`src/rtl/ciphertext_collector_if.sv`:
```
// Character stream interface between the encryption stage, the collector and the
// transmit stage. The slave side is the collector.
interface ciphertext_collector_if;
    logic       C_ready;
    logic [7:0] Char_ciphertext;
    logic       err_invalid_ptxt;
    logic       msg_last;
    logic       out_valid;
    logic [7:0] out_char;
    logic       out_last;
    logic       out_ready;

    modport master (
        output C_ready, Char_ciphertext, err_invalid_ptxt, msg_last, out_ready,
        input  out_valid, out_char, out_last
    );

    modport slave (
        input  C_ready, Char_ciphertext, err_invalid_ptxt, msg_last, out_ready,
        output out_valid, out_char, out_last
    );
endinterface

```
`src/rtl/ciphertext_collector.sv`:
```
// First-word-fall-through FIFO for ciphertext characters, with message framing,
// message length tracking and an invalid-plaintext edge counter.
module ciphertext_collector #(
    parameter int DEPTH = 8,
    parameter int CNT_W = 8
) (
    input  logic                     clk,
    input  logic                     rst_n,
    input  logic                     clear,
    ciphertext_collector_if.slave    bus,
    output logic [$clog2(DEPTH):0]   fifo_count,
    output logic                     overflow,
    output logic [CNT_W-1:0]         err_cnt,
    output logic [CNT_W-1:0]         msg_len,
    output logic                     msg_done
);
    localparam int AW = $clog2(DEPTH);
    localparam int CW = AW + 1;
    localparam logic [CW-1:0]    FULL_C    = CW'(DEPTH);
    localparam logic [CW-1:0]    CNT_ONE_C = CW'(1);
    localparam logic [AW-1:0]    PTR_ONE_C = AW'(1);
    localparam logic [CNT_W-1:0] SAT_C     = {CNT_W{1'b1}};
    localparam logic [CNT_W-1:0] LEN_ONE_C = CNT_W'(1);

    typedef enum logic [0:0] {IDLE = 1'b0, COLLECT = 1'b1} state_t;

    logic [8:0]       mem_r [DEPTH];
    logic [AW-1:0]    wr_ptr_r, rd_ptr_r;
    logic [CW-1:0]    count_r;
    logic             out_valid_r, out_last_r, overflow_r, msg_done_r, err_prev_r;
    logic [7:0]       out_char_r;
    logic [CNT_W-1:0] msg_len_r, err_cnt_r;
    state_t           state_r;

    logic             rd_s, full_s, wr_acc_s, drop_s;
    logic [CW-1:0]    count_nxt_s;
    logic [AW-1:0]    rd_ptr_nxt_s;
    logic [8:0]       head_nxt_s;

    // Next FIFO occupancy and the head entry that will be presented after this edge.
    always_comb begin
        rd_s         = out_valid_r & bus.out_ready;
        full_s       = (count_r == FULL_C);
        wr_acc_s     = bus.C_ready & (~full_s | rd_s);
        drop_s       = bus.C_ready & full_s & ~rd_s;
        count_nxt_s  = count_r;
        rd_ptr_nxt_s = rd_s ? (rd_ptr_r + PTR_ONE_C) : rd_ptr_r;
        case ({wr_acc_s, rd_s})
            2'b10:   count_nxt_s = count_r + CNT_ONE_C;
            2'b01:   count_nxt_s = count_r - CNT_ONE_C;
            default: count_nxt_s = count_r;
        endcase
        // The written entry becomes the head only when nothing older remains.
        if (count_nxt_s == {CW{1'b0}}) begin
            head_nxt_s = 9'h000;
        end else if (wr_acc_s && (wr_ptr_r == rd_ptr_nxt_s)) begin
            head_nxt_s = {bus.msg_last, bus.Char_ciphertext};
        end else begin
            head_nxt_s = mem_r[rd_ptr_nxt_s];
        end
    end

    // FIFO storage.
    always_ff @(posedge clk or negedge rst_n) begin
        if (!rst_n) begin
            for (int i = 0; i < DEPTH; i++) mem_r[i] <= 9'h000;
        end else if (!clear && wr_acc_s) begin
            mem_r[wr_ptr_r] <= {bus.msg_last, bus.Char_ciphertext};
        end
    end

    // Pointers, occupancy, sticky overflow and the registered head outputs.
    always_ff @(posedge clk or negedge rst_n) begin
        if (!rst_n) begin
            wr_ptr_r    <= {AW{1'b0}};
            rd_ptr_r    <= {AW{1'b0}};
            count_r     <= {CW{1'b0}};
            overflow_r  <= 1'b0;
            out_valid_r <= 1'b0;
            out_char_r  <= 8'h00;
            out_last_r  <= 1'b0;
        end else if (clear) begin
            wr_ptr_r    <= {AW{1'b0}};
            rd_ptr_r    <= {AW{1'b0}};
            count_r     <= {CW{1'b0}};
            overflow_r  <= 1'b0;
            out_valid_r <= 1'b0;
            out_char_r  <= 8'h00;
            out_last_r  <= 1'b0;
        end else begin
            if (wr_acc_s) wr_ptr_r <= wr_ptr_r + PTR_ONE_C;
            rd_ptr_r    <= rd_ptr_nxt_s;
            count_r     <= count_nxt_s;
            if (drop_s) overflow_r <= 1'b1;
            out_valid_r <= (count_nxt_s != {CW{1'b0}});
            out_char_r  <= head_nxt_s[7:0];
            out_last_r  <= head_nxt_s[8];
        end
    end

    // Message framing FSM; dropped writes still count toward the message.
    always_ff @(posedge clk or negedge rst_n) begin
        if (!rst_n) begin
            state_r    <= IDLE;
            msg_len_r  <= {CNT_W{1'b0}};
            msg_done_r <= 1'b0;
        end else if (clear) begin
            state_r    <= IDLE;
            msg_len_r  <= {CNT_W{1'b0}};
            msg_done_r <= 1'b0;
        end else begin
            msg_done_r <= bus.C_ready & bus.msg_last;
            if (bus.C_ready) begin
                case (state_r)
                    IDLE: begin
                        msg_len_r <= LEN_ONE_C;
                        state_r   <= bus.msg_last ? IDLE : COLLECT;
                    end
                    COLLECT: begin
                        if (msg_len_r != SAT_C) msg_len_r <= msg_len_r + LEN_ONE_C;
                        state_r <= bus.msg_last ? IDLE : COLLECT;
                    end
                    default: begin
                        state_r <= IDLE;
                    end
                endcase
            end
        end
    end

    // Rising-edge counter of invalid-plaintext events; the edge register ignores clear.
    always_ff @(posedge clk or negedge rst_n) begin
        if (!rst_n) begin
            err_prev_r <= 1'b0;
            err_cnt_r  <= {CNT_W{1'b0}};
        end else begin
            err_prev_r <= bus.err_invalid_ptxt;
            if (clear) begin
                err_cnt_r <= {CNT_W{1'b0}};
            end else if (bus.err_invalid_ptxt && !err_prev_r && (err_cnt_r != SAT_C)) begin
                err_cnt_r <= err_cnt_r + LEN_ONE_C;
            end
        end
    end

    assign bus.out_valid = out_valid_r;
    assign bus.out_char  = out_char_r;
    assign bus.out_last  = out_last_r;
    assign fifo_count    = count_r;
    assign overflow      = overflow_r;
    assign err_cnt       = err_cnt_r;
    assign msg_len       = msg_len_r;
    assign msg_done      = msg_done_r;
endmodule

```
`src/flat_wrapper.sv`:
```
// flat-port wrapper written by rule: the top's interface ports become plain ports
module ciphertext_collector_flat 
#(
    parameter int DEPTH = 8,
    parameter int CNT_W = 8
)
  (clk, rst_n, clear, fifo_count, overflow, err_cnt, msg_len, msg_done, bus_C_ready, bus_Char_ciphertext, bus_err_invalid_ptxt, bus_msg_last, bus_out_ready, bus_out_valid, bus_out_char, bus_out_last);
  ciphertext_collector_if bus_i ();
  input  logic clk;
  input  logic rst_n;
  input  logic clear;
  output logic [$clog2(DEPTH):0] fifo_count;
  output logic overflow;
  output logic [CNT_W-1:0] err_cnt;
  output logic [CNT_W-1:0] msg_len;
  output logic msg_done;
  input wire logic [$bits(bus_i.C_ready)-1:0] bus_C_ready;
  input wire logic [$bits(bus_i.Char_ciphertext)-1:0] bus_Char_ciphertext;
  input wire logic [$bits(bus_i.err_invalid_ptxt)-1:0] bus_err_invalid_ptxt;
  input wire logic [$bits(bus_i.msg_last)-1:0] bus_msg_last;
  input wire logic [$bits(bus_i.out_ready)-1:0] bus_out_ready;
  output wire logic [$bits(bus_i.out_valid)-1:0] bus_out_valid;
  output wire logic [$bits(bus_i.out_char)-1:0] bus_out_char;
  output wire logic [$bits(bus_i.out_last)-1:0] bus_out_last;
  assign bus_i.C_ready = bus_C_ready;
  assign bus_i.Char_ciphertext = bus_Char_ciphertext;
  assign bus_i.err_invalid_ptxt = bus_err_invalid_ptxt;
  assign bus_i.msg_last = bus_msg_last;
  assign bus_i.out_ready = bus_out_ready;
  assign bus_out_valid = bus_i.out_valid;
  assign bus_out_char = bus_i.out_char;
  assign bus_out_last = bus_i.out_last;
  ciphertext_collector #(.DEPTH(DEPTH), .CNT_W(CNT_W)) u_core (.clk(clk), .rst_n(rst_n), .clear(clear), .bus(bus_i), .fifo_count(fifo_count), .overflow(overflow), .err_cnt(err_cnt), .msg_len(msg_len), .msg_done(msg_done));
endmodule
```
`config.mk`:
```
export PLATFORM = sky130hd
export DESIGN_NAME = ciphertext_collector_flat
export DESIGN_NICKNAME = d
export VERILOG_FILES = /design/src/rtl/ciphertext_collector_if.sv /design/src/rtl/ciphertext_collector.sv /design/src/flat_wrapper.sv
export SDC_FILE = /design/constraint.sdc
export NUM_CORES = 1
export LEC_CHECK = 0
export CAP_MARGIN = 20
export CORE_MARGIN = 2
export CORE_UTILIZATION = 30
export DETAILED_ROUTE_END_ITERATION = 16
export HOLD_SLACK_MARGIN = 0.12
export PLACE_DENSITY_LB_ADDON = 0.15
export SLEW_MARGIN = 30
export SYNTH_ARGS = -nofsm -noshare
export SYNTH_HDL_FRONTEND = slang
export SYNTH_SLANG_ARGS = --single-unit
```
`constraint.sdc`:
```
create_clock -name clk -period 4.9 [get_ports clk]
set_input_delay 0.98 -clock clk [delete_from_list [all_inputs] [get_ports clk]]
set_output_delay 0.98 -clock clk [all_outputs]
set_load 0.01 [all_outputs]
```
# [Word-level counts from Yosys, hierarchy flattened]
# Cells that the tools add are included.
[totals] ff_bits=112 inputBits=15
[op_classes] n_reduce_logical=14 magnitude_cmp=3 n_eq_ne=7 bitwise=11 addsub=6 muxes=29
[ops] operator="72-bit bitwise mux" n=1
[ops] operator="8-bit two-way mux" n=6
[ops] operator="9-bit two-way mux" n=5
[ops] operator="9-bit binary-select mux with 3-bit select" n=1
[ops] operator="9-bit demux with 3-bit select" n=1
[ops] operator="8-bit by 1-bit adder with 8-bit output, second input constant" n=2
[ops] operator="8-bit inequality test, second input constant" n=2
[ops] operator="8-bit case mux with 2 select lines" n=1
[ops] operator="3-bit two-way mux" n=4
[ops] operator="4-bit greater-or-equal comparator, second input constant" n=2
[ops] operator="1-bit two-way mux" n=8
[ops] operator="3-bit NOT with 4-bit output" n=2
[ops] operator="4-bit case mux with 2 select lines" n=1
[ops] operator="2-bit nonzero test" n=4
[ops] operator="3-bit by 1-bit adder with 3-bit output, second input constant" n=2
[ops] operator="1-bit bitwise AND" n=5
[ops] operator="1-bit logical AND" n=5
[ops] operator="4-bit by 1-bit adder with 4-bit output, second input constant" n=1
[ops] operator="4-bit equality test, second input constant" n=1
[ops] operator="4-bit zero test" n=1
[ops] operator="4-bit by 1-bit < comparator with 1-bit output, second input constant" n=1
[ops] operator="4-bit two-way mux" n=1
[ops] operator="4-bit nonzero test" n=1
[ops] operator="4-bit by 1-bit subtractor with 4-bit output, second input constant" n=1
[ops] operator="other kinds (8)" n=11

# [Depth between registers and ports, before layout]
# Gate-level depths: netlist of the first run.
[logic_depth] word_depth=9 ltp_mapped=14 depth_no_buf=12

# [Worst setup path before layout of the first run]
# OpenSTA, ideal clock, no wires.
[synth_path] kind="input to register" startpoint="in bus_out_ready" endpoint="reg u_core.out_char_r[6], in the netlist u_core.bus.out_char[6]" stages=13 arrival_time_ns=2.942 slack_ns=1.865 setup_time_ns=0.094 required_time_ns=4.806 cell_sequence="nand2_2 nand3_2 nand2_1 ha_1 xor2_1 ha_1 a21oi_1 xor2_1 nor2_1 xnor2_1 a31o_2 clkbuf_1 a211oi_1"
[synth_via] elab_chain_len=9 word_cells_on_any_way=17 cone_classes="eq/ne (3); mux (8); bitwise (4); reduce/logical (2)"
[synth_lines] item="start, declared" line="flat_wrapper.sv:21" text="input wire logic [$bits(bus_i.out_ready)-1:0] bus_out_ready;"
[synth_lines] item="1-bit bitwise AND *" line="ciphertext_collector.sv:42" text="rd_s = out_valid_r & bus.out_ready;"
[synth_lines] item="3-bit two-way mux" line="ciphertext_collector.sv:47" text="rd_ptr_nxt_s = rd_s ? (rd_ptr_r + PTR_ONE_C) : rd_ptr_r;"
[synth_lines] item="3-bit NOT with 4-bit output (implied by the code)" line="ciphertext_collector.sv:59" text="head_nxt_s = mem_r[rd_ptr_nxt_s];"
[synth_lines] item="9-bit binary-select mux with 3-bit select" line="ciphertext_collector.sv:59"
[synth_lines] item="9-bit two-way mux (implied by the code) (2 in a row)" line="ciphertext_collector.sv:59"
[synth_lines] item="9-bit two-way mux" line="ciphertext_collector.sv:56" text="end else if (wr_acc_s && (wr_ptr_r == rd_ptr_nxt_s)) begin"
[synth_lines] item="9-bit two-way mux *" line="ciphertext_collector.sv:54" text="if (count_nxt_s == {CW{1'b0}}) begin"
[synth_lines] item="8-bit two-way mux *" line="ciphertext_collector.sv:82" text="end else if (clear) begin"
[synth_lines] item="end signal, assigned" line="ciphertext_collector.sv:96" text="out_char_r <= head_nxt_s[7:0];"
[synth_lines] item="end, declared" line="ciphertext_collector.sv:31" text="logic [7:0] out_char_r;"
# Every way passes the cells marked *; elsewhere a longest branch is shown, timed or not. The select of a mux whose other input is x is not followed.
# A chain may end at the register's enable or synchronous reset.

# [Final worst setup path of the first run]
[layout_path] startpoint="in bus_out_ready" endpoint="reg u_core.out_char_r[5], in the netlist u_core.bus.out_char[5]"
# The elaborated chain is that of the path after synthesis.

==> impl_metrics.py, run 1 <==
metrics = {
    "floorplanning": {
        "die_area_mm2": 0.0188,
        "die_h_um": 137,
        "start_util": 0.307,
        "rows": 48,
        "die_w_um": 137,
        "io_pins": 47,
        "core_area_mm2": 0.0174,
    },
    "synth": {
        "yosys_most_used_dff": "dfrtp_1",
        "yosysSeqAreaShare": 0.526,
        "yosysWarnings": 0,
        "netlist_area_mm2": 0.00533,
        "ys_ff_latch": 112,
        "synth_cell_type_count": 52,
        "synth_top_cell_by_area": "dfrtp_1",
        "netlist.area_leader.share": 0.526,
        "synth_commonest_cells": "dfrtp_1 (112), mux2_2 (71), nor2_1 (43)",
        "postSynthAreaPerCell_um2": 12.2,
        "synth.most_common_cell": "dfrtp_1",
        "synthTopCellsByArea": "dfrtp_1 (53%), mux2_2 (15%), mux2i_1 (6.6%)",
        "synth_edf_count": 0,
        "synthCells": 437,
        "synthArstFlopShare": 1.00,
        "syn_nets": 459,
    },
    "timing": {
        "tightest_slew_ns": 0.852,
        "fin_skew_ns": 0.00669,
        "finalSetupViolations": 0,
        "finalCriticalPeriod_ns": 3.49,
        "finalMaxSlewViolations": 0,
        "rsz0062_at_grt": "false",
        "finalCritPeriodShare": 0.712,
        "finalHoldViolCount": 0,
        "fin_tns_setup_ns": 0,
        "slew_headroom": 0.430,
        "fmax_mhz": 287,
    },
    "power_and_ir_drop": {
        "vdd_ir_drop_max_mv": 0.181,
        "p_leak_nw": 2.97,
        "power.density_mw_per_mm2": 429,
    },
    "final_layout": {
        "nNetsFinal": 498,
        "fillers": 1692,
        "area_delta_synth_final_pct": 18.3,
        "fin_area_mm2": 0.00630,
        "fin_util": 0.363,
        "antennaDiodeCount": 0,
        "drive_gt1_frac": 0.213,
    },
    "placement": {
        "place.gp.congestion": 0.738,
        "place_area_mm2": 0.00601,
        "dp_hpwl_mm": 7.69,
        "portBuffers": 46,
    },
    "cts": {
        "cts_tree": "yes",
        "post-cts-setup-buffers": 0,
        "cts_buffer_depth": 2,
        "cts_made_buffers": 9,
        "ctsResizeCount": 0,
        "clock-root-buffer": "clkbuf_16",
        "path_clk_slew_ns": 0.07,
        "cts_num_sinks": 112,
        "clk_latency_ns": 0.35,
        "postCtsHoldBufs": 0,
        "h-tree-depth": 3,
    },
    "critical_path": {
        "worst_ep_arrival_time_ns": 3.68,
        "critical_path.endpoint_type": "register",
        "worstReg2RegStart": "u_core.fifo_count[1]$_DFF_PN0_",
        "rr_worst_depth": 12,
        "cp_max_fo": 10,
        "worst-setup-path-type": "in2reg",
        "cp-start-kind": "primary input",
        "critPathRequiredTime_ns": 5.09,
        "timing.rr.end": "u_core.bus.out_char[5]$_DFF_PN0_",
        "r2r_slack_ns": 1.95,
    },
    "grt": {
        "globalRouteTotalUtil": 0.139,
        "grt_pass1_vias": 3633,
        "grt_pass1_wl_mm": 19.7,
        "antenna_found_initial": 0,
        "grt_start_max_net_pins": 72,
        "overflow": 0,
    },
    "min_path": {
        "hold_class": "reg2reg",
        "hp-start": "u_core.mem_r[53]$_DFFE_PN0P_",
        "min_to": "u_core.mem_r[53]$_DFFE_PN0P_",
        "min_path_cells": 1,
    },
    "run_status": {
        "outcome": "finished, final reports clean",
    },
    "detailed_routing": {
        "detail_route.first_pass.iterations": 4,
        "wl_mm": 12.2,
        "drt_iter0_drc": 177,
        "drc": 0,
        "routed_via_density": 5.00,
        "wl_per_cell_um": 17.3,
        "ant_nets": 0,
        "vias": 3517,
    },
    "flow_run": {
        "maxCapViolations": 0,
    },
}
-- sequential cells by signal, summed over array words and instances (netlist names) --
signal and cells:
u_core.err_prev_r 1, u_core.wr_ptr_r 3, u_core.bus.out_last 1, u_core.err_cnt 8, u_core.mem_r 72, u_core.bus.out_valid 1, u_core.state_r 1, u_core.msg_done 1
u_core.rd_ptr_r 3, u_core.fifo_count 4, u_core.msg_len 8, u_core.overflow 1, u_core.bus.out_char 8
-- worst max-delay path, cell delays in order --
cell,delay (ns)
clkdlybuf4s50_1,0.53
nand2_2,0.17
nand3_2,0.16
nand2_1,0.15
ha_1,0.28
xor2_1,0.16
ha_1,0.18
a21oi_1,0.16
xor2_1,0.17
nor2_1,0.07
xnor2_1,0.18
a31o_2,0.39
a211oi_1,0.09
-- metrics by stage --
stage / std cells / hold slack [ns] / power [W] / worst slack [ns]
2_1_floorplan: 437 / 0.457 / 0.00174 / 1.86
3_3_place_gp: 690 / 0.467 / 0.00197 / 1.12
3_5_place_dp: 690 / 0.480 / 0.00199 / 1.02
4_1_cts: 704 / 0.498 / 0.00276 / 1.39
5_1_grt: 704 / 0.517 / 0.00288 / 1.22
6_report: 704 / 0.497 / 0.00271 / 1.41
-- area by class of cell --
type                       instances  area (um2)  area share
sequential                       112        2800       0.445
timing repair buffer              52         507      0.0804
inverter                           5        18.8     0.00298
clock inverter                     4        53.8     0.00854
tap                              225         282      0.0447
clock buffer                      10         239      0.0379
multi-input combinational        296        2400       0.381
-- cells by family after synthesis --
kind of cell    synth area share
fa+ha+maj                 0.0164
simple gates              0.0934
buf+inv                   0.0251
xor+xnor                  0.0392
flops                      0.526
compound gates            0.0777
mux                        0.222
-- worst max path at each step --
stage / start / end / slack (ns) / cells past startpoint
global route: bus_out_ready / u_core.bus.out_char[6]$_DFF_PN0_ / 1.22 / 13
floorplan: bus_out_ready / u_core.bus.out_char[6]$_DFF_PN0_ / 1.86 / 13
finish: bus_out_ready / u_core.bus.out_char[5]$_DFF_PN0_ / 1.41 / 13
detailed placement: bus_out_ready / u_core.bus.out_char[4]$_DFF_PN0_ / 1.02 / 13
CTS: bus_out_ready / u_core.bus.out_char[5]$_DFF_PN0_ / 1.39 / 13
global placement: bus_out_ready / u_core.bus.out_char[3]$_DFF_PN0_ / 1.12 / 13
-- report_power, final --
part	switching (W)	leakage [nW]	internal (W)	total, W
combinational	0.000370	1.35	0.000368	0.000738
clock	0.000338	0.137	0.000407	0.000745
sequential	0.000117	1.49	0.00111	0.00122
total	0.000825	2.97	0.00188	0.00271
-- routing by layer --
metal / GRT usage / part of all wire / vias up
li1: - / - / 1637
met3: 0.0258 / 0.030 / 19
met2: 0.234 / 0.49 / 52
met1: 0.174 / 0.45 / 1809
met4: 0.0636 / 0.022 / 0
met5: 0 / 0 / -
-- layout by cell type, fill, tap and decap left out, drive strengths merged, types with 8 or more instances in the layout --
cell,count
xnor2,8
xor2,15
mux2,72
clkdlybuf4s50,45
a21oi,12
nand2,20
a211oi,14
a22oi,17
clkbuf,10
mux2i,35
dfrtp,112
nor2,44
nand3,9
Note: power is estimated with default switching activity, not from simulation.
==> run 2, diff against run 1 <==
==> constraint.sdc (replaced) <==
create_clock -name clk -period 3.65 [get_ports clk]
set_input_delay 0.73 -clock clk [delete_from_list [all_inputs] [get_ports clk]]
set_output_delay 0.73 -clock clk [all_outputs]
set_load 0.01 [all_outputs]
==> run 2 against run 1 <==
- first-iteration DRC count rose by 5.1%
- global-route usage rose by 0.11 points
- worst hold slack got worse by 0.11 ns
- clock skew barely moved
- combinational power rose by 37%
- sequential share of layout area fell by 0.24 points
- via count fell by 0.11%
- largest cell class unchanged
==> impl_metrics.py, run 2 (same netlist as run 1, synthesis figures left out) <==
metrics = {
    "run_status": {
        "outcome": "finished, final reports clean",
    },
    "detailed_routing": {
        "routed_via_density": 4.93,
        "wl_per_cell_um": 17.2,
        "vias": 3513,
        "drt_iter0_drc": 186,
        "ant_nets": 0,
        "detail_route.first_pass.iterations": 4,
        "wl_mm": 12.3,
        "drc": 0,
    },
    "final_layout": {
        "mostFrequentLayoutCell": "dfrtp_1",
        "largest_reg_flops": 72,
        "antennaDiodeCount": 0,
        "final-seq-area_mm2": 0.00280,
        "fillers": 1693,
        "area_delta_synth_final_pct": 18.9,
        "nNetsFinal": 506,
        "regMostFlops": "u_core.mem_r",
        "layout_common_cells": "dfrtp_1 (112), mux2_2 (71), clkdlybuf4s50_1 (45)",
        "multi_input_area_mm2": 0.00240,
        "drive_gt1_frac": 0.226,
    },
    "floorplanning": {
        "io_pins": 47,
        "start_util": 0.307,
        "die_area_mm2": 0.0188,
        "die_w_um": 137,
        "rows": 48,
        "die_h_um": 137,
        "core_area_mm2": 0.0174,
    },
    "grt": {
        "antenna_found_initial": 0,
        "grt_pass1_wl_mm": 19.8,
        "globalRouteTotalUtil": 0.140,
        "grt_start_max_net_pins": 49,
        "grt_pass1_vias": 3515,
        "overflow": 0,
    },
    "placement": {
        "dp_hpwl_mm": 8.03,
        "portBuffers": 46,
        "place.gp.congestion": 0.763,
    },
    "cts": {
        "post-cts-setup-buffers": 0,
        "postCtsHoldBufs": 0,
        "path_clk_slew_ns": 0.07,
        "cts_made_buffers": 9,
        "cts_buffer_depth": 2,
        "h-tree-depth": 3,
        "cts_num_sinks": 112,
        "clk_latency_ns": 0.35,
        "clock-root-buffer": "clkbuf_16",
        "ctsResizeCount": 0,
        "cts_tree": "yes",
    },
    "critical_path": {
        "worst-setup-path-type": "in2reg",
        "cp_max_fo": 10,
        "critPathRequiredTime_ns": 3.89,
        "worst_ep_arrival_time_ns": 3.41,
        "cp-start-kind": "primary input",
        "critical_path.endpoint_type": "register",
    },
    "power_and_ir_drop": {
        "vdd_ir_drop_max_mv": 0.251,
        "p_leak_nw": 3.01,
        "totalPowerFinal_w": 0.00359,
        "power.density_mw_per_mm2": 567,
    },
    "flow_run": {
        "maxCapViolations": 0,
    },
    "timing": {
        "rsz0062_at_grt": "false",
        "tightest_slew_ns": 0.742,
        "slew_headroom": 0.505,
        "fmax_mhz": 316,
        "fin_tns_setup_ns": 0,
        "finalSetupViolations": 0,
        "finalHoldViolCount": 0,
        "finalMaxSlewViolations": 0,
        "fin_skew_ns": 0.00660,
        "finalCriticalPeriod_ns": 3.17,
        "finalCritPeriodShare": 0.868,
    },
    "min_path": {
        "hold_class": "in2async",
    },
}
-- run 2: power by group --
part           internal, W  total, W  switching (W)
combinational     0.000508   0.00101       0.000502
sequential         0.00148   0.00164       0.000158
clock             0.000479  0.000940       0.000461
total              0.00247   0.00359        0.00112
-- run 2: cell type report --
| cell class | count | area share |
|---|---|---|
| clock inverter | 4 | 0.00494 |
| sequential | 112 | 0.442 |
| tap | 225 | 0.0444 |
| inverter | 5 | 0.00296 |
| multi-input combinational | 296 | 0.379 |
| clock buffer | 10 | 0.0377 |
| timing repair buffer | 60 | 0.0889 |
-- run 2: critical path, cell delays in order --
cell and delay (ns):
clkdlybuf4s50_1 0.54, nand2_2 0.08, nand3_2 0.12, nand2_1 0.15, ha_1 0.29, xor2_1 0.16
ha_1 0.18, a21oi_1 0.15, xor2_1 0.15, nor2_1 0.06, xnor2_1 0.15, a31o_2 0.37
a211oi_1 0.28
-- run 2: path summary, 6_finish.rpt --
check	startpoint	end	slack [ns]	cells past startpoint
worst max-delay path	bus_out_ready	u_core.bus.out_char[6]$_DFF_PN0_	0.48	13
worst min-delay path	rst_n	u_core.msg_len[2]$_DFFE_PN0P_	0.39	1
worst max register to register	u_core.fifo_count[1]$_DFF_PN0_	u_core.bus.out_char[6]$_DFF_PN0_	0.63	12
worst min register to register	u_core.mem_r[53]$_DFFE_PN0P_	u_core.mem_r[53]$_DFFE_PN0P_	0.49	1
max in group asynchronous	rst_n	u_core.mem_r[57]$_DFFE_PN0P_	2.44	2
min in group clk	u_core.mem_r[53]$_DFFE_PN0P_	u_core.mem_r[53]$_DFFE_PN0P_	0.49	1
-- run 2: through the flow --
step / cells / hold slack, ns / setup WS (ns) / area (um2) / util
after floorplan: 437 / 0.434 / 0.865 / 5330 / -
after global placement: 698 / 0.470 / 0.233 / 6070 / 0.349
after detailed placement: 698 / 0.480 / 0.0964 / 6070 / 0.349
after CTS: 712 / 0.421 / 0.471 / 6340 / 0.365
after global routing: 712 / 0.445 / 0.272 / 6340 / 0.365
final: 712 / 0.388 / 0.480 / 6340 / 0.365
-- run 2: layer usage --
metal	part of all wire	vias up	GRT usage
met5	0	-	0
met4	0.018	0	0.0590
met3	0.024	15	0.0217
met2	0.50	48	0.232
met1	0.46	1790	0.184
li1	-	1660	-
==> run 3, diff against run 2 <==
--- a/config.mk
+++ b/config.mk
@@ -5,7 +5,6 @@
 export SDC_FILE = /design/constraint.sdc
 export NUM_CORES = 1
 export LEC_CHECK = 0
-export CAP_MARGIN = 20
 export CORE_MARGIN = 2
 export CORE_UTILIZATION = 30
 export DETAILED_ROUTE_END_ITERATION = 16
==> results of run 3 <==
Same layout as run 2: the final DEF is identical, and so are final timing and power.
